===== src/rtl/rect_cmd_arbiter.sv =====
// Two-requester round-robin arbiter feeding a rectangle-draw engine, with a per-frame grant budget.
// Optional per-requester grant and stall statistics are enabled by defining RECT_CMD_ARBITER_STATS_EN.
module rect_cmd_arbiter #(
  parameter int PIX_WIDTH          = 32,
  parameter int MAX_CMDS_PER_FRAME = 16
) (
  input  logic                 clk,
  input  logic                 rst,
  input  logic                 frame_start,
  input  logic [1:0]           in_valid,
  output logic [1:0]           in_ready,
  input  logic [15:0]          in0_x,
  input  logic [15:0]          in0_y,
  input  logic [15:0]          in0_w,
  input  logic [15:0]          in0_h,
  input  logic [PIX_WIDTH-1:0] in0_color,
  input  logic [15:0]          in1_x,
  input  logic [15:0]          in1_y,
  input  logic [15:0]          in1_w,
  input  logic [15:0]          in1_h,
  input  logic [PIX_WIDTH-1:0] in1_color,
  output logic [15:0]          out_x,
  output logic [15:0]          out_y,
  output logic [15:0]          out_w,
  output logic [15:0]          out_h,
  output logic [PIX_WIDTH-1:0] out_color,
  output logic                 out_valid,
  input  logic                 out_ready,
  output logic                 out_grant_id,
  output logic                 budget_exhausted,
  output logic                 busy
`ifdef RECT_CMD_ARBITER_STATS_EN
  ,
  output logic [15:0]          stat_grants0,
  output logic [15:0]          stat_grants1,
  output logic [15:0]          stat_stall_cycles
`endif
);

  typedef enum logic {S_IDLE, S_ISSUE} state_t;

  localparam logic [7:0] LP_MAX = 8'(MAX_CMDS_PER_FRAME);

  state_t               r_state;
  logic                 r_last_grant;
  logic [7:0]           r_count;
  logic                 r_out_valid;
  logic                 r_grant_id;
  logic [15:0]          r_x, r_y, r_w, r_h;
  logic [PIX_WIDTH-1:0] r_color;

  logic w_exhausted;
  logic w_grant;
  logic w_grant_id;

  assign w_exhausted = (r_count >= LP_MAX);
  assign w_grant     = (r_state == S_IDLE) && (|in_valid) && !w_exhausted;
  // On a tie the requester that did not win last time goes next.
  assign w_grant_id  = (&in_valid) ? ~r_last_grant : in_valid[1];

  assign in_ready         = (w_grant && !rst) ? (w_grant_id ? 2'b10 : 2'b01) : 2'b00;
  assign out_valid        = r_out_valid;
  assign out_grant_id     = r_grant_id;
  assign out_x            = r_x;
  assign out_y            = r_y;
  assign out_w            = r_w;
  assign out_h            = r_h;
  assign out_color        = r_color;
  assign budget_exhausted = w_exhausted;
  assign busy             = (r_state == S_ISSUE);

  always_ff @(posedge clk or posedge rst) begin
    if (rst) begin
      r_state      <= S_IDLE;
      r_last_grant <= 1'b1;
      r_count      <= 8'd0;
      r_out_valid  <= 1'b0;
      r_grant_id   <= 1'b0;
      r_x          <= '0;
      r_y          <= '0;
      r_w          <= '0;
      r_h          <= '0;
      r_color      <= '0;
    end else begin
      case (r_state)
        S_IDLE: begin
          if (w_grant) begin
            r_state      <= S_ISSUE;
            r_out_valid  <= 1'b1;
            r_grant_id   <= w_grant_id;
            r_last_grant <= w_grant_id;
            r_x          <= w_grant_id ? in1_x     : in0_x;
            r_y          <= w_grant_id ? in1_y     : in0_y;
            r_w          <= w_grant_id ? in1_w     : in0_w;
            r_h          <= w_grant_id ? in1_h     : in0_h;
            r_color      <= w_grant_id ? in1_color : in0_color;
          end
        end
        S_ISSUE: begin
          if (out_ready) begin
            r_state     <= S_IDLE;
            r_out_valid <= 1'b0;
          end
        end
        default: r_state <= S_IDLE;
      endcase

      // A grant coinciding with the frame boundary is the first of the new frame.
      if (frame_start)
        r_count <= w_grant ? 8'd1 : 8'd0;
      else if (w_grant)
        r_count <= r_count + 8'd1;
    end
  end

`ifdef RECT_CMD_ARBITER_STATS_EN
  logic [15:0] r_stat_g0, r_stat_g1, r_stat_stall;

  always_ff @(posedge clk or posedge rst) begin
    if (rst) begin
      r_stat_g0    <= 16'd0;
      r_stat_g1    <= 16'd0;
      r_stat_stall <= 16'd0;
    end else begin
      if (w_grant && !w_grant_id) r_stat_g0 <= r_stat_g0 + 16'd1;
      if (w_grant &&  w_grant_id) r_stat_g1 <= r_stat_g1 + 16'd1;
      if ((|in_valid) && w_exhausted && (r_stat_stall != 16'hFFFF))
        r_stat_stall <= r_stat_stall + 16'd1;
    end
  end

  assign stat_grants0      = r_stat_g0;
  assign stat_grants1      = r_stat_g1;
  assign stat_stall_cycles = r_stat_stall;
`endif

endmodule


===== config.mk =====
export PLATFORM = sky130hd
export DESIGN_NAME = rect_cmd_arbiter
export DESIGN_NICKNAME = d
export VERILOG_FILES = /design/src/rtl/rect_cmd_arbiter.sv
export SDC_FILE = /design/constraint.sdc
export NUM_CORES = 1
export LEC_CHECK = 0
export ABC_AREA = 1
export ABC_CLOCK_PERIOD_IN_PS = 4700
export CORE_MARGIN = 8
export CORE_UTILIZATION = 35
export CTS_CLUSTER_DIAMETER = 150
export CTS_CLUSTER_SIZE = 14
export DETAILED_ROUTE_END_ITERATION = 7
export PLACE_DENSITY = 0.73
export SETUP_SLACK_MARGIN = 0.02
export SLEW_MARGIN = 15
export SYNTH_ARGS = -nofsm -noshare
export SYNTH_HDL_FRONTEND = slang
export SYNTH_SLANG_ARGS = --single-unit

===== constraint.sdc =====
create_clock -name clk -period 4.7 [get_ports clk]
set_input_delay 0.47 -clock clk [delete_from_list [all_inputs] [get_ports clk]]
set_output_delay 0.47 -clock clk [all_outputs]
set_load 0.01 [all_outputs]

==> results of run 1 <==
synthesized netlist by cell type (all sizes together):
library cell	n	share of area
clkbuf	13	0.0088
dfstp	1	0.0047
inv	13	0.0088
xor2	1	0.0016
ha	2	0.0045
nand3	102	0.092
buf	41	0.043
o21ai	2	0.0018
dfrtp	107	0.48
a21oi	1	0.00090
nor2	14	0.0095
nand4	1	0.0011
nand2	505	0.34
final timing paths:
kind | cells past startpoint | from | slack [ns] | to
worst max register to register | 7 | r_last_grant | 2.35 | out_y[6]
worst min register to register | 2 | out_h[3] | 0.47 | out_h[3]
worst min-delay path | 2 | out_h[3] | 0.47 | out_h[3]
max in group asynchronous | 3 | rst | 3.25 | out_h[13]
min in group asynchronous | 2 | rst | 0.56 | out_x[5]
worst max-delay path | 7 | in_valid[1] | 1.63 | in_ready[1]
through the flow:
step / worst slack [ns] / power, W / std cells / hold WS, ns
6_report: 1.63 / 0.00407 / 1287 / 0.469
5_1_grt: 1.45 / 0.00436 / 1287 / 0.486
4_1_cts: 1.62 / 0.00414 / 1287 / 0.474
3_5_place_dp: 1.62 / 0.00329 / 1271 / 0.458
3_3_place_gp: 1.63 / 0.00326 / 1271 / 0.452
2_1_floorplan: 1.39 / 0.00224 / 803 / 0.454
kinds of logic after synthesis:
family                   after synthesis
AND/OR/NAND/NOR                      622
flip-flops                           108
buffers and inverters                 67
AO/OA/AOI/OAI                          3
adder cells (fa/ha/maj)                2
XOR/XNOR                               1
flip-flops by register name, indices dropped and copies added (netlist names):
signal,count
out_h,16
r_last_grant,1
r_count,8
busy,1
out_y,16
out_color,32
out_grant_id,1
out_w,16
out_x,16
out_valid,1
routing by layer:
layer | global-route usage | wire (um) | vias up | share of wire
met5 | 0 | 0 | - | 0
met4 | 0.0622 | 372 | 0 | 0.019
met3 | 0.0715 | 1890 | 20 | 0.096
met2 | 0.319 | 9260 | 232 | 0.47
met1 | 0.229 | 8130 | 2617 | 0.41
li1 | - | - | 2993 | -
placed cells by master (no fill, tap or decap), drive strengths merged:
master,count
buf,8
a21oi,1
nand2,505
inv,14
dfstp,1
bufinv,2
nor2,14
clkinvlp,2
nand4,1
dfrtp,107
o21ai,2
clkbuf,11
xor2,1
ha,2
nand3,102
clkdlybuf4s50,298
power breakdown:
group	switching, W	total [W]	internal [W]
combinational	0.000885	0.00180	0.000911
sequential	0.000183	0.00145	0.00126
clock	0.000344	0.000828	0.000484
total	0.00141	0.00407	0.00266
worst max-delay path, delay by kind of cell:
kind / cells / cell delay (ns)
compound gates: 1 / 0.20
buf+inv: 3 / 1.41
simple gates: 3 / 0.44
area by class of cell:
class / count / area share
inverter: 13 / 0.00574
clock inverter: 5 / 0.00938
multi-input combinational: 628 / 0.285
clock buffer: 11 / 0.0272
timing repair buffer: 306 / 0.340
sequential: 108 / 0.302
tap: 216 / 0.0302
==> results by group, run 1 <==
Detailed routing
  – Antenna-violating nets left: 0
  – Via Count: around 5.9k
  – First-pass iteration count of the detailed router: 4
  – Avg WL per Cell: roughly 15 um
  – DRT iter0 DRCs: roughly 320
  – Vias per inst: 4.55
  – Drt drc: 0
  – Final WL: about 20 mm

Clock tree
  – Clock transition at path regs: ~0.070 ns
  – CTS H-Tree Depth: 3
  – CTS Buf Count: 9
  – CTS root buf: clkbuf_16
  – Setup bufs post-CTS: 0
  – Clock tree buffer depth: 2
  – Hold buffer count at cts: 0
  – Skew-Pair Late Insertion Delay: roughly 0.34 ns
  – CTS tree: yes
  – Clock sink count: approximately 110
  – CTS resizes: 0

Critical path
  – CP Max Fanout: 50
  – Critical Path Source Type: primary input
  – Cell mode on critical path: buf_4
  – CP Class: primary input to output port
  – Slowest CP cell: clkdlybuf4s50_1
  – Crit-path cells: buf_4 -> o21ai_1 -> nor2_4 -> buf_4 -> nand3_1 -> nor2_1 -> clkdlybuf4s50_1
  – CP Capture Type: output port
  – Crit path DAT: ~2.6 ns
  – CP max stage delay: about 0.54 ns
  – WP data required: about 4.2 ns

Logic synthesis
  – Post-Synthesis Mean Instance Area: around 7 um2
  – Synthesis-stage register bit count: 108
  – Netlist cell types: 17
  – Largest family of logic cells by synthesized area: simple AND/OR/NAND/NOR gates
  – Post-synth net total: around 1.0k
  – Synth warn: 0
  – Post-Synth XOR/XNOR Area: 0.00158
  – Synth Area in Compound Gates: 0.00270
  – Sequential share of the synthesized area: 0.486
  – Simple-Gate Fraction of Synth Area: 0.444
  – Post-synthesis mux area share: 0
  – Adder-cell area share of the yosys netlist: 0.00450
  – Cell count after synthesis: ~800
  – Mapped cell area: 5560 um2

Hold path
  – HP Class: register to register

Layout
  – Total area of sequential cells: 2700 um2
  – Multi-input gate area: 2540 um2
  – Fillers: approximately 1.5k
  – NumNets Final: ~1.3k
  – ANT cells: 0
  – Synthesis-to-finish area growth: 60.8%
  – Post-route cell area: around 9000 um2
  – Fin util: 0.569
  – Fraction of layout cells with a size suffix above 1: 0.0271

Global routing
  – First-pass GRT wire length: 30.7 mm
  – Grt ovf: 0
  – Initial antenna violation count: 0
  – All-layer global routing usage: 0.193
  – Largest net degree at the start of global routing: 104
  – Vias in the first global route: 5835

Timing
  – Final Hold Fails: 0
  – Final slew viol count: 0
  – # setup viols final: 0
  – Slew Limit Headroom: 0.263
  – Max Clock Skew: roughly 0.010 ns
  – RSZ-0062 raised after global routing: no
  – F_max: 326 MHz
  – Setup TNS Final: 0 ns
  – Slew at the pin closest to its max-slew limit: between 1 and 1.5 ns
  – Fin crit share: 0.652
  – Final Critical Period: ~3.1 ns

Flow run
  – Max-cap viol count: 0

Power
  – Static leakage: 4.52 nW
  – Power Dens Cells: roughly 460 nW/um2
  – Max IR drop VDD: 199 uV

Floorplanning
  – FP Rows: 46
  – Die Ht: roughly 140 um
  – Total die area: just over 20000 um2
  – Die Wd: approximately 140 um
  – Initial core utilization: 0.354
  – IO Count: 300
  – Core box area: roughly 16000 um2

Run status
  – Status: finished, final reports clean

Placement
  – Hpwl dp: 14.1 mm
  – Port buffer count: between 200 and 300
  – Cell Area, Placed: ~8600 um2
  – Routability congestion estimate: 0.844
Note: power is estimated with default switching activity, not from simulation.
==> run 2, diff against run 1 <==
ABC_CLOCK_PERIOD_IN_PS = 2950   (was 4700)
clock period = 2.95 ns   (was 4.7 ns; I/O delays follow)
==> results by group, run 2 (synthesized netlist as in run 1, its figures left out) <==
Timing
  – Max Clock Skew: 0.00883 ns (was 0.0104 ns)
  – F_max: about 450 MHz
  – Final Critical Period: approximately 2.2 ns
  – Slew Limit Headroom: 0.327 (was 0.263)
  – Slew at the pin closest to its max-slew limit: 1.01 ns (was 1.11 ns)
  – Fin crit share: 0.760
  – Final Hold Fails: 0 (unchanged)
  – # setup viols final: 0 (unchanged)
  – Setup TNS Final: 0 ns (unchanged)
  – Hold Slack: 0.341 ns (was 0.469 ns)
  – RSZ-0062 raised after global routing: no (unchanged)
  – Final slew viol count: 0 (unchanged)

Floorplanning
  – FP Rows: 46 (unchanged)
  – Die Ht: 142 um (unchanged)
  – Core box area: 15700 um2 (unchanged)
  – Total die area: 20200 um2 (unchanged)
  – Die Wd: 142 um (unchanged)
  – Initial core utilization: 0.354 (unchanged)
  – IO Count: 300 (unchanged)

Power
  – Static leakage: 4.53 nW (was 4.52 nW)
  – Max IR drop VDD: 359 uV (was 199 uV)
  – Power Dens Cells: 720 nW/um2 (was 455 nW/um2)

Clock tree
  – CTS H-Tree Depth: 3 (unchanged)
  – CTS resizes: 0 (unchanged)
  – CTS root buf: clkbuf_16 (unchanged)
  – Clock sink count: 108 (unchanged)
  – Setup bufs post-CTS: 0 (unchanged)
  – Clock transition at path regs: 0.07 ns (about the same)
  – CTS tree: yes (unchanged)
  – Hold buffer count at cts: 0 (unchanged)
  – CTS Buf Count: 9 (unchanged)
  – Clock tree buffer depth: 2 (unchanged)
  – Skew-Pair Late Insertion Delay: 0.35 ns (was 0.34 ns)

Global routing
  – Met1 usage: 0.234 (was 0.229)
  – Met2 Usage GRT: 0.305 (was 0.319)
  – All-layer global routing usage: 0.192 (was 0.193)
  – GR peak layer: met2 (unchanged)
  – GR Layer Usage met3: 0.0701 (was 0.0715)
  – Largest net degree at the start of global routing: 99 (was 104)
  – First-pass GRT wire length: 30.7 mm (about the same)
  – Initial antenna violation count: 0 (unchanged)
  – Vias in the first global route: 5784 (was 5835)
  – Grt ovf: 0 (unchanged)

Placement
  – Dpl cells: 1272 (was 1271)
  – Port buffer count: 299 (unchanged)
  – Hpwl dp: 14.2 mm (was 14.1 mm)
  – Routability congestion estimate: 0.844 (unchanged)

Layout
  – Synthesis-to-finish area growth: 61.0% (was 60.8%)
  – Fillers: 1508 (was 1506)
  – ANT cells: 0 (unchanged)
  – Most frequent cells in the layout: nand2_1, clkdlybuf4s50_1, dfrtp_1 (unchanged)
  – Max FFs per register: 32 (unchanged)
  – NumNets Final: 1267 (was 1266)
  – Finished Layout Cells: 1288 (was 1287)
  – Commonest non-fill, non-tap cell in the layout: nand2_1 (unchanged)
  – Fraction of layout cells with a size suffix above 1: 0.0280 (was 0.0271)

Run status
  – Status: finished, final reports clean (unchanged)

Detailed routing
  – DRT iter0 DRCs: 258 (was 322)
  – Via Count: 5852 (was 5862)
  – First-pass iteration count of the detailed router: 4 (unchanged)
  – Avg WL per Cell: 15.3 um (about the same)
  – Vias per inst: 4.54 (was 4.55)
  – Drt drc: 0 (unchanged)
  – Final WL: 19.7 mm (about the same)
  – Antenna-violating nets left: 0 (unchanged)

Hold path
  – HP Class: primary input to asynchronous set/reset pin (was register to register)

Critical path
  – CP Capture Type: output port (unchanged)
  – Critical Path Source Type: register (was primary input)
  – CP Class: register to output port (was primary input to output port)
  – CP Max Fanout: 5 (was 50)
  – WP data required: 2.65 ns (was 4.23 ns)
  – Crit path DAT: 1.95 ns (was 2.60 ns)
  – R2r worst-path depth: 7 (unchanged)

Flow run
  – Max-cap viol count: 0 (unchanged)
## run 2: cell count changes in the layout (fill, tap and decap cells not counted)
cell	change
buf_12	+2
buf_4	-1
bufinv_16	-1
clkbuf_8	+1
clkinv_2	+2
inv_4	-1
inv_6	-1
## run 2: final timing paths
kind	startpoint	endpoint	slack [ns]
setup / recovery	r_count[4]	in_ready[1]	0.71
hold / removal	rst	out_x[2]	0.34
setup reg to reg	r_count[4]	r_count[1]	0.97
hold reg to reg	out_y[8]	out_y[8]	0.47
max in group asynchronous	rst	out_color[29]	1.81
min in group clk	in_valid[1]	r_last_grant	0.36
## run 2: critical path, cell delays in order, from the launching register on
cell             delay (ns)
dfrtp_1                0.38
nor2_1                 0.10
nand2_1                0.13
nor2_4                 0.18
nand3_1                0.13
nor2_1                 0.12
clkdlybuf4s50_1        0.55
## run 2: area by class of cell
cell class,instances,area (um2),area share
timing repair buffer,307,3080,0.344
sequential,108,2700,0.302
multi-input combinational,628,2540,0.284
tap,216,270,0.0302
clock buffer,12,256,0.0287
inverter,13,52.6,0.00587
clock inverter,4,47.5,0.00531
## run 2: metrics by stage
step | setup slack (ns) | total power (W) | area, um2 | utilization
2_1_floorplan | 1.35 | 0.00357 | 5560 | -
6_report | 0.708 | 0.00644 | 8950 | 0.570
4_1_cts | 0.657 | 0.00652 | 8950 | 0.570
3_5_place_dp | 0.619 | 0.00525 | 8650 | 0.550
3_3_place_gp | 0.613 | 0.00520 | 8650 | 0.550
5_1_grt | 0.522 | 0.00688 | 8950 | 0.570
## run 2: report_power, final
part	switching, W	total, W	internal [W]
sequential	0.000297	0.00231	0.00201
combinational	0.00142	0.00288	0.00146
clock	0.000547	0.00125	0.000703
## run 2: metal layers
| layer | routed length, um | vias up |
|---|---|---|
| li1 | - | 2997 |
| met1 | 8130 | 2618 |
| met2 | 9130 | 214 |
| met3 | 2000 | 23 |
| met4 | 404 | 0 |
| met5 | 0 | - |
